## src/rtl/psk_pkg.sv

```systemverilog
`default_nettype none
// =============================================================================
// Module   : psk_pkg
// Brief    : Shared phase-index types, tuser bit positions and symbol helpers
// Revision : 1.0
// =============================================================================
package psk_pkg;

  localparam int PHASE_W    = 2;
  localparam int TUSER_BPSK = 0;
  localparam int TUSER_DIFF = 1;

  typedef logic [PHASE_W-1:0] phase_t;

  // Gray-coded QPSK dibit to quarter-turn phase index
  function automatic phase_t gray_to_idx(input logic [1:0] sym);
    phase_t idx;
    case (sym)
      2'b00:   idx = 2'd0;
      2'b10:   idx = 2'd1;
      2'b11:   idx = 2'd2;
      default: idx = 2'd3;
    endcase
    return idx;
  endfunction

  function automatic phase_t bpsk_to_idx(input logic bit_val);
    return bit_val ? 2'd0 : 2'd2;
  endfunction

  // x is a sign-extended WIDTH-bit value; the most negative code maps to +max
  function automatic logic signed [31:0] sat_neg(input logic signed [31:0] x,
                                                 input int width);
    logic signed [31:0] max_pos;
    max_pos = (32'sd1 <<< (width - 1)) - 32'sd1;
    if (x < -max_pos) return max_pos;
    return -x;
  endfunction

endpackage
`default_nettype wire

```

## src/rtl/psk_phase_mapper.sv

```systemverilog
`default_nettype none
// =============================================================================
// Module   : psk_phase_mapper
// Brief    : Rotates the I/Q carrier by a quarter-turn index, one register stage
// Revision : 1.0
// =============================================================================
module psk_phase_mapper
  import psk_pkg::*;
#(
  parameter int WIDTH = 12
) (
  input  logic                    clk,
  input  logic                    rst_n,
  input  phase_t                  idx,
  input  logic                    vld,
  input  logic signed [WIDTH-1:0] carrier_I,
  input  logic signed [WIDTH-1:0] carrier_Q,
  output logic signed [WIDTH-1:0] out_I,
  output logic signed [WIDTH-1:0] out_Q
);

  logic signed [31:0]      ci_ext;
  logic signed [31:0]      cq_ext;
  logic signed [WIDTH-1:0] ci_neg;
  logic signed [WIDTH-1:0] cq_neg;
  logic signed [WIDTH-1:0] map_I;
  logic signed [WIDTH-1:0] map_Q;

  assign ci_ext = {{(32-WIDTH){carrier_I[WIDTH-1]}}, carrier_I};
  assign cq_ext = {{(32-WIDTH){carrier_Q[WIDTH-1]}}, carrier_Q};
  assign ci_neg = WIDTH'(sat_neg(ci_ext, WIDTH));
  assign cq_neg = WIDTH'(sat_neg(cq_ext, WIDTH));

  always_comb begin
    map_I = '0;
    map_Q = '0;
    if (vld) begin
      case (idx)
        2'd0: begin map_I = carrier_I; map_Q = carrier_Q; end
        2'd1: begin map_I = carrier_Q; map_Q = ci_neg;    end
        2'd2: begin map_I = ci_neg;    map_Q = cq_neg;    end
        default: begin map_I = cq_neg; map_Q = carrier_I; end
      endcase
    end
  end

  always_ff @(posedge clk or negedge rst_n) begin
    if (!rst_n) begin
      out_I <= '0;
      out_Q <= '0;
    end else begin
      out_I <= map_I;
      out_Q <= map_Q;
    end
  end

endmodule
`default_nettype wire

```

## src/rtl/psk_mod_serial.sv

```systemverilog
`default_nettype none
// =============================================================================
// Module   : psk_mod_serial
// Brief    : Serialising BPSK/QPSK modulator with optional differential coding
// Revision : 1.0
// =============================================================================
module psk_mod_serial
  import psk_pkg::*;
#(
  parameter int WIDTH    = 12,
  parameter int BYTES    = 1,
  parameter int SPS_LOG2 = 4
) (
  input  logic                    clk_16M384,
  input  logic                    rst_16M384,
  input  logic [8*BYTES-1:0]      s_tdata,
  input  logic                    s_tvalid,
  output logic                    s_tready,
  input  logic                    s_tlast,
  input  logic [1:0]              s_tuser,
  input  logic signed [WIDTH-1:0] carrier_I,
  input  logic signed [WIDTH-1:0] carrier_Q,
  input  logic [SPS_LOG2-1:0]     DELAY_CNT,
  output logic signed [WIDTH-1:0] out_I,
  output logic signed [WIDTH-1:0] out_Q,
  output logic                    out_vld,
  output logic                    out_last,
  output logic                    out_is_bpsk,
  output logic [1:0]              out_sym,
  output logic                    out_sym_stb,
  output logic                    out_underrun,
  output logic                    out_clk_sym
);

  localparam int              BITS   = 8 * BYTES;
  localparam int              BL_W   = $clog2(BITS + 1);
  localparam logic [BL_W-1:0] BITS_L = BL_W'(BITS);

  logic [SPS_LOG2-1:0] cnt;
  logic [SPS_LOG2-1:0] cnt_nxt;
  logic                bnd;
  logic                bnd_nxt;
  logic [BITS-1:0]     word_sr;
  logic [BITS-1:0]     src_word;
  logic [BITS-1:0]     shifted;
  logic [BL_W-1:0]     bits_left;
  logic [BL_W-1:0]     bits_src;
  logic [BL_W-1:0]     bps;
  logic [BL_W-1:0]     left_after;
  logic [BL_W-1:0]     bits_left_nxt;
  logic                tlast_q;
  logic                bpsk_q;
  logic                diff_q;
  phase_t              phase_ref;
  phase_t              delta;
  phase_t              phase_sum;
  phase_t              idx_new;
  logic                mid_word;
  logic                transfer;
  logic                emit;
  logic                use_bpsk;
  logic                use_diff;
  logic                use_last;
  logic                last_new;
  logic [1:0]          sym_new;

  logic [1:0]          sym1;
  logic                vld1;
  logic                last1;
  logic                isb1;
  logic                stb1;
  logic                und1;
  phase_t              idx1;

  // The boundary flag is registered alongside s_tready so both always agree,
  // even in the cycle where DELAY_CNT is changed under a running counter.
  assign cnt_nxt     = cnt + 1'b1;
  assign bnd_nxt     = (cnt_nxt == DELAY_CNT);
  assign mid_word    = (bits_left != '0);
  assign transfer    = s_tready & s_tvalid;
  assign emit        = bnd & (mid_word | transfer);
  assign out_clk_sym = cnt[SPS_LOG2-1];

  always_comb begin
    src_word  = mid_word ? word_sr   : s_tdata;
    use_bpsk  = mid_word ? bpsk_q    : s_tuser[TUSER_BPSK];
    use_diff  = mid_word ? diff_q    : s_tuser[TUSER_DIFF];
    use_last  = mid_word ? tlast_q   : s_tlast;
    bits_src  = mid_word ? bits_left : BITS_L;
    bps       = use_bpsk ? BL_W'(1) : BL_W'(2);
    left_after = bits_src - bps;
    sym_new   = use_bpsk ? {1'b0, src_word[BITS-1]} : src_word[BITS-1 -: 2];
    shifted   = use_bpsk ? {src_word[BITS-2:0], 1'b0} : {src_word[BITS-3:0], 2'b00};
    delta     = use_bpsk ? bpsk_to_idx(sym_new[0]) : gray_to_idx(sym_new);
    phase_sum = phase_ref + delta;
    idx_new   = use_diff ? phase_sum : delta;
    last_new  = use_last & (left_after == '0);
    bits_left_nxt = emit ? left_after : bits_left;
  end

  always_ff @(posedge clk_16M384 or negedge rst_16M384) begin
    if (!rst_16M384) begin
      cnt       <= '0;
      bnd       <= 1'b0;
      s_tready  <= 1'b0;
      word_sr   <= '0;
      bits_left <= '0;
      tlast_q   <= 1'b0;
      bpsk_q    <= 1'b0;
      diff_q    <= 1'b0;
      phase_ref <= '0;
      sym1      <= '0;
      vld1      <= 1'b0;
      last1     <= 1'b0;
      isb1      <= 1'b0;
      idx1      <= '0;
      stb1      <= 1'b0;
      und1      <= 1'b0;
    end else begin
      cnt      <= cnt_nxt;
      bnd      <= bnd_nxt;
      s_tready <= bnd_nxt & (bits_left_nxt == '0);
      stb1     <= bnd;
      und1     <= bnd & ~emit;
      if (emit) begin
        word_sr   <= shifted;
        bits_left <= left_after;
        if (!mid_word) begin
          tlast_q <= s_tlast;
          bpsk_q  <= s_tuser[TUSER_BPSK];
          diff_q  <= s_tuser[TUSER_DIFF];
        end
        sym1  <= sym_new;
        vld1  <= 1'b1;
        last1 <= last_new;
        isb1  <= use_bpsk;
        idx1  <= idx_new;
        if (last_new)      phase_ref <= '0;
        else if (use_diff) phase_ref <= phase_sum;
      end else if (bnd) begin
        sym1      <= '0;
        vld1      <= 1'b0;
        last1     <= 1'b0;
        isb1      <= 1'b0;
        idx1      <= '0;
        phase_ref <= '0;
      end
    end
  end

  always_ff @(posedge clk_16M384 or negedge rst_16M384) begin
    if (!rst_16M384) begin
      out_vld      <= 1'b0;
      out_last     <= 1'b0;
      out_is_bpsk  <= 1'b0;
      out_sym      <= '0;
      out_sym_stb  <= 1'b0;
      out_underrun <= 1'b0;
    end else begin
      out_vld      <= vld1;
      out_last     <= last1;
      out_is_bpsk  <= isb1;
      out_sym      <= sym1;
      out_sym_stb  <= stb1;
      out_underrun <= und1;
    end
  end

  psk_phase_mapper #(
    .WIDTH (WIDTH)
  ) u_mapper (
    .clk       (clk_16M384),
    .rst_n     (rst_16M384),
    .idx       (idx1),
    .vld       (vld1),
    .carrier_I (carrier_I),
    .carrier_Q (carrier_Q),
    .out_I     (out_I),
    .out_Q     (out_Q)
  );

endmodule
`default_nettype wire
```

## config.mk

```make
export PLATFORM = sky130hd
export DESIGN_NAME = psk_mod_serial
export DESIGN_NICKNAME = d
export VERILOG_FILES = /design/src/rtl/psk_pkg.sv /design/src/rtl/psk_phase_mapper.sv /design/src/rtl/psk_mod_serial.sv
export SDC_FILE = /design/constraint.sdc
export NUM_CORES = 1
export LEC_CHECK = 0
export ABC_AREA = 1
export BUFFER_PORTS_ARGS = -buffer_cell sky130_fd_sc_hd__clkbuf_2
export CAP_MARGIN = 20
export CORE_ASPECT_RATIO = 0.75
export CORE_MARGIN = 3
export CORE_UTILIZATION = 45
export DETAILED_ROUTE_END_ITERATION = 7
export GPL_TIMING_DRIVEN = 0
export MAX_ROUTING_LAYER = met4
export PLACE_DENSITY = 0.7
export SLEW_MARGIN = 0
export SYNTH_ARGS = -nofsm -noshare
export SYNTH_HDL_FRONTEND = slang
export SYNTH_HIERARCHICAL = 1
export SYNTH_SLANG_ARGS = --single-unit
```

## constraint.sdc

```tcl
create_clock -name clk_16M384 -period 2.1 [get_ports clk_16M384]
set_input_delay 0.21 -clock clk_16M384 [delete_from_list [all_inputs] [get_ports clk_16M384]]
set_output_delay 0.21 -clock clk_16M384 [all_outputs]
set_load 0.03 [all_outputs]
```

* Yosys cells after proc, flatten, opt, wreduce, memory -nomap -nowiden
Cells that the tools add are included.
** Word-level totals
- Register bits after elaboration :: 63
- Bits of input ports :: 42
- Output and inout bits :: 33
- Logic and storage cells :: 84
** Operators by class
- $add $sub $neg :: 5
- Order comparisons :: 2
- Equal/unequal tests :: 6
- Muxes and demuxes :: 33
- Bitwise logic cells :: 7
- Reductions and logical operators :: 7
** Operators with widths (number)
- 12-bit two-way mux :: 6
- 12-bit one-hot mux with 3 select lines :: 2
- 12-bit less-than comparator (second input constant) :: 2
- 12-bit negator :: 2
- 2-bit two-way mux :: 11
- 8-bit two-way mux :: 2
- 1-bit two-way mux :: 9
- 4-bit zero test :: 2
- 4-bit two-way mux :: 2
- 2-bit equality test (second input constant) :: 3
- 2-bit one-hot mux with 3 select lines :: 1
- 1-bit bitwise AND :: 5
- 4-bit by 1-bit adder with 4-bit output (second input constant) :: 1
- 4-bit equality test :: 1
- 2-bit zero test :: 2
- 4-bit nonzero test :: 1
- 4-bit by 2-bit subtractor with 4-bit output :: 1
- 3-bit by 1-bit != test with 1-bit output (second input constant) :: 1
- 2-bit adder :: 1
- 2-bit by 1-bit equality test with 1-bit output (second input constant) :: 1
- 2-bit AND reduction :: 1
- 2-bit nonzero test :: 1
- 1-bit NOT :: 1
- 1-bit bitwise OR :: 1

* Depth between registers and ports, before layout
Gate-level depths: netlist of run 1.
- Word-level depth :: 10
- Depth in mapped cells :: 16
- Gate-level depth less buffers :: 16

* Cells and area by module
The synthesis of run 1 kept the hierarchy.
** By module, submodules not included
- psk_phase_mapper :: instances 1, cells each 317, area an instance 2090.8 µm², sequential area each 600.6 µm²
- psk_mod_serial :: instances 1, cells each 207, area an instance 1885.6 µm², sequential area each 950.9 µm²

* Worst setup path before layout of run 1
No wires, ideal clock.
- Kind :: register -> register
- Start :: register bits_left[1]
- End :: register phase_ref[1]
- Library setup time :: 0.116 ns
- Arrival time :: 1.965 ns
- Required time :: 1.984 ns
- Setup slack :: 0.019 ns
- Cell stages (with the launch flop) :: 14
- Path buffers :: 0
- Clock period less this slack :: 2.081 ns
- Cell sequence :: dfrtp_1 > nor2_4 > nand2_4 > nand2_1 > nand2_1 > ha_1 > fa_1 > nand2_1 > nor2_1 > nand3_1 > nand2_1 > nand2_1 > nand2_1 > nand2_1
** On the way
- Cells in the longest elaborated chain, start to end :: 10
- Elaborated cells between the ends (all ways) :: 26
- Classes of those cells :: add/sub: 2; eq/ne: 3; mux: 13; bitwise: 3; reduce/logical: 5
** RTL lines
- start, declared :: line psk_mod_serial.sv:46 : logic [BL_W-1:0] bits_left;
- start signal, assigned :: line psk_mod_serial.sv:127 : bits_left <= left_after;
- 4-bit nonzero test :: line psk_mod_serial.sv:79 : assign mid_word = (bits_left != '0);
- 8-bit two-way mux or 1-bit two-way mux (tied branches)
- 2-bit two-way mux :: line psk_mod_serial.sv:92 : sym_new = use_bpsk ? {1'b0, src_word[BITS-1]} : src_word[BITS-1 -: 2];
- 2-bit equality test or 2-bit zero test (tied branches) :: line psk_pkg.sv:18 : case (sym)
- 2-bit one-hot mux with 3 select lines :: line psk_pkg.sv:18
- 2-bit two-way mux :: line psk_mod_serial.sv:94 : delta = use_bpsk ? bpsk_to_idx(sym_new[0]) : gray_to_idx(sym_new);
- 2-bit adder :: line psk_mod_serial.sv:95 : phase_sum = phase_ref + delta;
- 2-bit two-way mux :: line psk_mod_serial.sv:139 : else if (use_diff) phase_ref <= phase_sum;
- 2-bit two-way mux :: line psk_mod_serial.sv:138 : if (last_new) phase_ref <= '0;
- 2-bit two-way mux :: line psk_mod_serial.sv:125 : if (emit) begin
- end signal, assigned :: line psk_mod_serial.sv:139
- end, declared :: line psk_mod_serial.sv:54 : phase_t phase_ref;
Several ways; a longest one is shown, not always the timed one. The select of a mux whose other input is x is not followed.
A chain may end at the register's enable or synchronous reset.

* Worst setup path in the final report of run 1
- Start :: register bits_left[1]
- End :: register phase_ref[0]
The elaborated chain is that of the path after synthesis.

==> results.py, run 1 <==
metrics = {
    "synth": {
        "synth.distinct_cells": 43,
        "synthArstFlopShare_pct": 100,
        "synth-seq-cells": 62,
        "syn_nets": 575,
        "netlist_top_cells_count": "nand2_1, dfrtp_1, o21ai_0, inv_1, nor2_1",
        "synth_warnings": 6,
        "netlist_instances": 524,
        "synthTopCellsByArea": "dfrtp_1, nand2_1, o21ai_0, inv_1, nand3_1",
        "syn_avg_cell_area_um2": 7.59,
        "synth.cell_area_um2": 3980,
        "yosysMostFrequentCell": "nand2_1",
        "synth_top_area_share_pct": 39.0,
        "synth_edf_count": 0,
        "yosysSeqAreaShare_pct": 39.0,
        "synth_flop_cell": "dfrtp_1",
        "yosysTopAreaCell": "dfrtp_1",
    },
    "global_routing": {
        "grt-ovfl-total": 0,
        "grt_max_degree": 63,
        "grt_pass1_vias": 3653,
        "grt_pass1_wl_mm": 17.8,
        "grt_use_total_pct": 23.2,
        "grt_antenna_before_repair": 0,
    },
    "power_and_ir_drop": {
        "clkPwrFrac_pct": 23.1,
        "seqPwrFrac_pct": 28.2,
        "power_frac_comb_pct": 48.7,
        "ir_drop_mv": 0.647,
        "swShare_pct": 43.8,
        "p_leak_nw": 2.50,
        "p_per_area_nw_per_um2": 1280,
        "total_power_mw": 6.31,
        "power.internal_mw": 3.55,
        "power.switching_mw": 2.76,
    },
    "critical_path": {
        "r2r_slack_ns": -0.07,
        "crit_required_ns": 2.32,
        "crit_type": "reg2reg",
        "cp-startpoint": "bits_left[1]",
        "critPathLaunchType": "flip-flop",
        "timing.rr.start": "bits_left[1]",
        "cp_cell_sequence": "nor2_4, nand2_4, nand2_4, nand2_4, ha_4, fa_2, nand2_2, nor2_2, nand3_2, nand2_1, nand2_1, nand2_1, nand2_1",
        "crit_end": "phase_ref[0]",
        "crit_arrival_ns": 2.39,
        "max_stage_delay_ns": 0.54,
        "critPathSlowestCell": "fa_2",
        "end_kind": "flip-flop",
        "critPathMaxFanout": 4,
        "path_common_cell": "nand2_1",
        "reg2reg_to": "phase_ref[0]",
        "reg2reg_depth": 13,
    },
    "floorplanning": {
        "ios": 75,
        "dieArea_um2": 10000,
        "coreArea_um2": 8530,
        "rows": 29,
        "die_w_um": 115,
        "start_util_pct": 46.6,
        "fp.dieH_um": 87.4,
    },
    "placed_design": {
        "dp_hpwl_mm": 8.13,
        "post-place-ws_ns": -0.239,
        "io_buffers": 74,
        "place.gp.congestion": 0.943,
    },
    "layout": {
        "drive_gt1_share_pct": 29.5,
        "diodes": 0,
        "fill_cells": 767,
        "multi_input_area_um2": 2130,
        "area_delta_synth_final_pct": 23.6,
        "layout.nets": 669,
        "regArea_um2": 1550,
    },
    "drt": {
        "wl_per_cell_um": 14.7,
        "via_per_inst": 5.22,
        "drt-pass1-iter-count": 5,
        "drtAntennaViolNets": 0,
        "drtIter0Drc": 252,
        "route.vias.total": 3813,
        "drt_wl_total_mm": 10.8,
        "drc_errors": 0,
    },
    "timing": {
        "min_period_ns": 2.17,
        "hold_violations": 1,
        "fin_hold_ws_ns": -0.00141,
        "fin_crit_sh_pct": 103,
        "final-setup-viol-count": 4,
        "worst_slew_margin_rel_pct": 45.8,
        "fin_setup_tns_ns": -0.212,
        "worst_slack_ns": -0.0725,
        "report.final.slew_viol_count": 0,
        "worst_pin_slew_ns": 0.814,
        "max_freq_ghz": 0.460,
        "finalClockSkew_ns": 0.00718,
        "grt_setup_unrepaired": "yes",
    },
    "status": {
        "violations": "hold timing, setup timing",
        "status": "complete, but fails checks",
    },
    "clocking": {
        "cts_root_buffer": "clkbuf_16",
        "insertion_delay_ns": 0.33,
        "postCtsHoldBufs": 0,
        "clk_pin_slew_worst_paths_ns": 0.06,
        "cts_buffer_depth": 2,
        "numCtsBuffers": 9,
        "cts_tree": "built",
        "numClockSinks": 62,
        "htreeDepth": 3,
    },
    "run": {
        "max_cap_violations": 0,
    },
    "worst_hold_path": {
        "hold_class": "in2async",
    },
}
placed cells by master, fill, tap and decap left out, types with 3 or more instances in the layout:
cell type / n
a21oi_1: 20
a21oi_2: 4
a22oi_1: 3
buf_2: 5
buf_4: 8
clkbuf_1: 8
clkbuf_16: 9
clkbuf_2: 73
clkinv_2: 3
dfrtp_1: 61
ha_1: 6
inv_1: 52
inv_2: 9
nand2_1: 122
nand2_2: 14
nand2_4: 5
nand3_1: 28
nand3_2: 11
nand4_1: 5
nor2_1: 34
nor2_2: 10
nor2_4: 9
o211ai_1: 4
o21ai_0: 52
o21ai_1: 22
o21ai_2: 4
xor2_1: 8
metrics by stage:
step	cell area, um2	std cells	util (%)
2_1_floorplan	3980	524	-
3_3_place_gp	4480	706	52.6
3_5_place_dp	4480	706	52.6
4_1_cts	4880	729	57.2
5_1_grt	4910	731	57.6
6_report	4910	731	57.6
worst min path at each step:
stage,endpoint,cells after the start
finish,cnt[2],1
global route,cnt[2],1
CTS,cnt[3],1
detailed placement,out_sym_stb,0
global placement,out_sym_stb,0
floorplan,bits_left[0],0
critical path, delay by kind of cell, from the launching register on:
family,cells,cell delay [ns]
AND/OR/NAND/NOR,11,0.91
adder cells (fa/ha/maj),2,0.70
flip-flops,1,0.45
what timing repair did:
| action | 4_1_cts | 5_1_grt |
|---|---|---|
| setup endpoints to repair | 5 | 5 |
| setup buffers | 7 | 2 |
| gates resized for setup | 11 | 7 |
| pin swaps | 10 | 11 |
logic make-up (layout without fill, tap and decap cells):
group                      after synthesis  in the layout  synth area share, %
buffers and inverters                   80            179                 8.81
xor gates and xnor gates                11             11                 2.42
DFF                                     62             62                 39.0
AOI/OAI and AO/OA                      117            117                 16.5
adders and majority gates                9              9                 3.02
and+or+nand+nor                        245            245                 30.3
sequential cells by signal (all words and copies together) (netlist names), 2 cells and up:
| signal | cells |
|---|---|
| word_sr | 7 |
| phase_ref | 2 |
| sym1 | 2 |
| bits_left | 4 |
| idx1 | 2 |
| u_mapper/out_Q | 12 |
| u_mapper/out_I | 12 |
| cnt | 4 |
| out_sym | 2 |
power groups by stage:
stage	clock, mW	combinational, mW	sequential [mW]
after global placement	0	2.67	1.77
final	1.46	3.07	1.78
after floorplan	0	1.54	2.19
after detailed placement	0	2.71	1.78
after global routing	1.55	3.39	1.82
after CTS	1.49	2.94	1.78
metal layers:
metal	routed length [um]	global-route usage [%]	part of all wire (%)
met5	0	-	0
met4	107	5.72	0.99
met3	875	4.72	8.1
met2	4610	33.2	43
met1	5170	33.6	48
area by class of cell:
type | instances | area share, %
Multi-Input combinational cell | 382 | 43.4
Sequential cell | 62 | 31.6
Timing Repair Buffer | 83 | 9.04
Inverter | 64 | 5.07
Clock buffer | 9 | 4.58
Tap cell | 108 | 2.75
Buffer | 16 | 2.06
Clock inverter | 7 | 1.48
Power figures use the tool's default switching activity.
==> run 2: changes to the inputs <==
==> constraint.sdc (replaced) <==
create_clock -name clk_16M384 -period 2.1 [get_ports clk_16M384]
set_input_delay 0.105 -clock clk_16M384 [delete_from_list [all_inputs] [get_ports clk_16M384]]
set_output_delay 0.105 -clock clk_16M384 [all_outputs]
set_load 0.03 [all_outputs]
==> run 2 against run 1 <==
  * The run ends with setup timing left
  * Final area increased by 0.20%
  * Flip-flop and latch count unchanged
  * Worst hold slack improved by 0.095 ns
  * Routed wire length increased by 0.11%
  * Worst setup slack about the same
  * Total power about the same
  * Final cell count increased by 0.14%
  * Global-route usage unchanged
  * Count of clock-buffer cells in the layout unchanged
  * Largest cell class unchanged
  * Largest power group unchanged
  * Highest routed layer unchanged
==> results.py, run 2 (synthesis results as in run 1) <==
metrics = {
    "clocking": {
        "numCtsBuffers": 9,
        "cts_buffer_depth": 2,
        "clk_pin_slew_worst_paths_ns": 0.06,
        "cts_root_buffer": "clkbuf_16",
        "numClockSinks": 62,
        "insertion_delay_ns": 0.33,
        "htreeDepth": 3,
        "cts_tree": "built",
    },
    "global_routing": {
        "grt_use_total_pct": 23.2,
        "grt_antenna_before_repair": 0,
        "grt_pass1_wl_mm": 17.8,
        "grt_max_degree": 63,
        "grt_pass1_vias": 3653,
        "grt-ovfl-total": 0,
    },
    "drt": {
        "drtIter0Drc": 252,
        "drt_wl_total_mm": 10.8,
        "drt-pass1-iter-count": 5,
        "drtAntennaViolNets": 0,
        "via_per_inst": 5.19,
        "wl_per_cell_um": 14.7,
        "drc_errors": 0,
        "route.vias.total": 3798,
    },
    "layout": {
        "fill_cells": 767,
        "mostFrequentLayoutCells": "nand2_1, clkbuf_2, dfrtp_1, inv_1, o21ai_0",
        "drive_gt1_share_pct": 29.5,
        "regArea_um2": 1550,
        "layout_commonest_cell": "nand2_1",
        "utilization_pct": 57.8,
        "reg_top3": "u_mapper/out_I x12, u_mapper/out_Q x12, word_sr x7",
        "layout.nets": 670,
        "multi_input_area_um2": 2130,
        "diodes": 0,
        "area_delta_synth_final_pct": 23.9,
    },
    "timing": {
        "worst_slack_ns": -0.0724,
        "hold_violations": 0,
        "worst_slew_margin_rel_pct": 45.8,
        "final-setup-viol-count": 4,
        "max_freq_ghz": 0.460,
        "min_period_ns": 2.17,
        "grt_setup_unrepaired": "yes",
        "report.final.slew_viol_count": 0,
        "fin_setup_tns_ns": -0.213,
        "finalClockSkew_ns": 0.00717,
        "fin_crit_sh_pct": 103,
        "worst_pin_slew_ns": 0.812,
        "fin_hold_ws_ns": 0.0939,
    },
    "floorplanning": {
        "fp.dieH_um": 87.4,
        "dieArea_um2": 10000,
        "ios": 75,
        "die_w_um": 115,
        "rows": 29,
        "coreArea_um2": 8530,
        "start_util_pct": 46.6,
    },
    "critical_path": {
        "crit_required_ns": 2.32,
        "critPathLaunchType": "flip-flop",
        "end_kind": "flip-flop",
        "crit_type": "reg2reg",
        "crit_arrival_ns": 2.39,
        "critPathMaxFanout": 4,
    },
    "power_and_ir_drop": {
        "ir_drop_mv": 0.647,
        "p_leak_nw": 2.51,
        "p_per_area_nw_per_um2": 1280,
    },
    "placed_design": {
        "dp_hpwl_mm": 8.13,
        "io_buffers": 74,
        "place.gp.congestion": 0.943,
        "post-place-ws_ns": -0.239,
    },
    "run": {
        "max_cap_violations": 0,
    },
    "status": {
        "violations": "setup timing",
        "status": "complete, but fails checks",
    },
    "worst_hold_path": {
        "hold_class": "in2reg",
    },
}
-- run 2: cell count changes in the layout (fill, tap and decap cells not counted), sizes merged --
cell | before | now
dlygate4sd3 | 0 | 1
-- run 2: cell type report --
cell class                      instances  share of cell area (%)
Sequential cell                        62                    31.5
Timing Repair Buffer                   84                    9.22
Clock buffer                            9                    4.57
Buffer                                 16                    2.06
Tap cell                              108                    2.74
Multi-Input combinational cell        382                    43.3
Inverter                               64                    5.06
Clock inverter                          7                    1.47
-- run 2: critical path, cell delays in order, from the launching register on --
cell,delay (ns)
dfrtp_2,0.45
nor2_4,0.14
nand2_4,0.09
nand2_4,0.09
nand2_4,0.06
ha_4,0.16
fa_2,0.54
nand2_2,0.06
nor2_2,0.12
nand3_2,0.10
nand2_1,0.08
nand2_1,0.06
nand2_1,0.07
nand2_1,0.04
-- run 2: timing repair --
item / in CTS / in global routing
setup endpoints to repair: 5 / 5
gates resized for setup: 11 / 7
pin swaps: 10 / 11
hold buffers: 1 / 0
buffers inserted: 7 / 2
endpoints found under the hold margin: 62 / 0
-- run 2: through the flow --
stage / area (um2) / total power, mW / cells
after floorplan: 3980 / 3.73 / 524
after global placement: 4480 / 4.44 / 706
after detailed placement: 4480 / 4.50 / 706
after CTS: 4890 / 6.21 / 730
after global routing: 4920 / 6.76 / 732
final: 4920 / 6.31 / 732
-- run 2: routing by layer --
| metal | track usage (%) | wire, um | up-vias |
|---|---|---|---|
| li1 | - | - | 1892 |
| met1 | 33.6 | 5220 | 1737 |
| met2 | 33.2 | 4590 | 154 |
| met3 | 4.72 | 846 | 15 |
| met4 | 5.72 | 113 | 0 |
| met5 | - | 0 | - |
-- run 2: power breakdown --
part | internal, mW | leakage (nW) | switching, mW | total (mW)
Sequential | 1.58 | 0.787 | 0.198 | 1.78
Combinational | 1.05 | 1.58 | 2.03 | 3.08
Clock | 0.919 | 0.142 | 0.540 | 1.46
Total | 3.55 | 2.51 | 2.76 | 6.31
-- run 2: final timing paths --
path / start / end / slack (ns) / cells past startpoint
worst max-delay path: bits_left[1] / phase_ref[0] / -0.07 / 13
worst min-delay path: carrier_I[0] / u_mapper/out_Q[0] / 0.09 / 3
worst max register to register: bits_left[1] / phase_ref[0] / -0.07 / 13
worst min register to register: stb1 / out_sym_stb / 0.35 / 0
max in group asynchronous: rst_16M384 / bits_left[1] / 1.11 / 2
min in group asynchronous: rst_16M384 / cnt[2] / 0.44 / 2
==> run 3: changes to the inputs <==
- PLACE_DENSITY: 0.7 -> 0.67
- clock period: 2.1 -> 2.2 ns (I/O delays scaled with it)
==> run 3 against run 2 <==
  * The flow now finishes without violations
  * Final cell count stayed put
  * Register-to-register slack better by 0.14 ns
  * Via count is 0.58% higher
  * Global-route usage is 0.65 points higher
  * Die area stayed put
  * Sequential share of layout area is 0.14 points lower
  * Count of clock-buffer cells in the layout is 4 higher
  * Total power is 3.9% lower
  * Maximum frequency is 1.9% higher
  * First-iteration DRC count is 12% higher
  * Clock skew is 0.0020 ns lower
  * Critical path depth stayed put
  * Critical endpoint is now phase_ref[1]
  * Largest cell class unchanged
==> results.py, run 3 (synthesis results as in run 1) <==
metrics = {
    "status": {
        "status": "completed",
    },
    "timing": {
        "worst_pin_slew_ns": 0.825,
        "min_period_ns": 2.13,
        "report.final.slew_viol_count": 0,
        "worst_slew_margin_rel_pct": 45.0,
        "final-setup-viol-count": 0,
        "grt_setup_unrepaired": "yes",
        "finalClockSkew_ns": 0.00522,
        "worst_slack_ns": 0.0688,
        "max_freq_ghz": 0.469,
        "fin_crit_sh_pct": 96.9,
        "fin_hold_ws_ns": 0.0918,
        "hold_violations": 0,
    },
    "layout": {
        "drive_gt1_share_pct": 29.0,
        "diodes": 0,
        "area_delta_synth_final_pct": 24.3,
        "layout_commonest_cell": "nand2_1",
        "mostFrequentLayoutCells": "nand2_1, clkbuf_2, dfrtp_1, o21ai_0, inv_1",
        "utilization_pct": 58.0,
        "reg_top3": "u_mapper/out_I x12, u_mapper/out_Q x12, word_sr x7",
        "fill_cells": 786,
        "layout.nets": 670,
        "final_cell_area_um2": 4940,
    },
    "critical_path": {
        "path_common_cell": "nand2_1",
        "critPathMaxFanout": 4,
        "r2r_slack_ns": 0.07,
        "crit_arrival_ns": 2.35,
        "end_kind": "flip-flop",
        "critPathLaunchType": "flip-flop",
        "reg2reg_to": "phase_ref[1]",
        "reg2reg_depth": 13,
        "critPathSlowestCell": "fa_2",
        "max_stage_delay_ns": 0.54,
        "cp_cell_sequence": "nor2_4, nand2_4, nand2_4, nand2_4, ha_4, fa_2, nand2_2, nor2_2, nand3_2, nand2_1, nand2_1, nand2_1, nand2_1",
        "crit_type": "reg2reg",
        "crit_required_ns": 2.42,
        "timing.rr.start": "bits_left[2]",
    },
    "drt": {
        "drt-pass1-iter-count": 5,
        "drtAntennaViolNets": 0,
        "drt_wl_total_mm": 11.0,
        "route.vias.total": 3820,
        "drc_errors": 0,
        "via_per_inst": 5.22,
        "wl_per_cell_um": 15.0,
        "drtIter0Drc": 282,
    },
    "placed_design": {
        "io_buffers": 74,
        "place.gp.congestion": 0.941,
        "post-place-ws_ns": -0.161,
        "dpl_cell_area_um2": 4480,
        "dp_hpwl_mm": 8.26,
    },
    "floorplanning": {
        "dieArea_um2": 10000,
        "rows": 29,
        "start_util_pct": 46.6,
        "coreArea_um2": 8530,
        "ios": 75,
        "die_w_um": 115,
        "fp.dieH_um": 87.4,
    },
    "clocking": {
        "insertion_delay_ns": 0.33,
        "numCtsBuffers": 9,
        "cts_root_buffer": "clkbuf_16",
        "cts_buffer_depth": 2,
        "clk_pin_slew_worst_paths_ns": 0.05,
        "cts_tree": "built",
        "numClockSinks": 62,
        "htreeDepth": 3,
    },
    "worst_hold_path": {
        "min_to": "u_mapper/out_Q[1]",
        "whs_path_depth": 3,
        "min-delay-start": "carrier_I[1]",
        "hold_class": "in2reg",
    },
    "run": {
        "max_cap_violations": 0,
    },
    "power_and_ir_drop": {
        "seqPwrFrac_pct": 27.8,
        "clkPwrFrac_pct": 23.4,
        "power.internal_mw": 3.45,
        "power_frac_comb_pct": 48.9,
        "ir_drop_mv": 0.698,
        "power.switching_mw": 2.61,
        "swShare_pct": 43.1,
        "p_per_area_nw_per_um2": 1230,
        "p_leak_nw": 2.52,
    },
    "global_routing": {
        "grt-ovfl-total": 0,
        "grt_pass1_wl_mm": 17.9,
        "grt_use_total_pct": 23.9,
        "grt_pass1_vias": 3581,
        "grt_max_degree": 63,
        "grt_antenna_before_repair": 0,
    },
}
run 3: timing repair:
action / in CTS / in global routing
hold buffers: 1 / 0
setup buffers: 8 / 1
gates cloned: 0 / 0
hold endpoints to repair: 62 / 0
endpoints found under the setup margin: 3 / 4
resized for setup: 4 / 13
pin swaps: 8 / 5
run 3: per-layer routing:
metal / up-vias / global-route usage (%) / part of all wire (%) / wire length [um]
met3: 10 / 5.14 / 7.6 / 838
met1: 1777 / 34.8 / 48 / 5300
li1: 1890 / - / - / -
met5: - / - / 0 / 0
met4: 0 / 6.36 / 1.4 / 159
met2: 143 / 33.4 / 43 / 4680
run 3: per-stage QoR:
stage,std cells,total power [mW],TNS [ns]
after global routing,732,6.50,-0.0780
after floorplan,524,3.56,0
after detailed placement,706,4.30,-0.344
after CTS,731,5.90,0
after global placement,706,4.25,-0.262
final,732,6.07,0
run 3: power by group through the flow:
stage	clock, mW	sequential (mW)	combinational, mW
2_1_floorplan	0	2.09	1.47
3_5_place_dp	0	1.70	2.60
4_1_cts	1.45	1.68	2.78
3_3_place_gp	0	1.69	2.56
5_1_grt	1.49	1.73	3.28
6_report	1.42	1.69	2.96
run 3: final cells by class:
cell class	instances	area (um2)	area share [%]
Multi-Input combinational cell	382	2150	43.5
Inverter	64	249	5.04
Buffer	16	101	2.05
Clock inverter	3	42.5	0.861
Sequential cell	62	1550	31.4
Clock buffer	13	260	5.27
Tap cell	108	135	2.73
Timing Repair Buffer	84	450	9.11
run 3: worst max-delay path: cells and delay by family, from the launching register on:
kind	cells	cell delay, ns
AND/OR/NAND/NOR	11	0.92
adder cells (fa/ha/maj)	2	0.70
flip-flops	1	0.40
run 3: how the worst max path moves through the flow:
stage | endpoint | slack (ns) | startpoint | cells after the start
floorplan | phase_ref[1] | 0.12 | bits_left[1] | 13
global placement | phase_ref[0] | -0.13 | bits_left[0] | 13
detailed placement | phase_ref[0] | -0.16 | bits_left[1] | 13
CTS | phase_ref[0] | 0.006 | bits_left[2] | 13
global route | phase_ref[0] | -0.03 | bits_left[1] | 13
finish | phase_ref[1] | 0.07 | bits_left[2] | 13
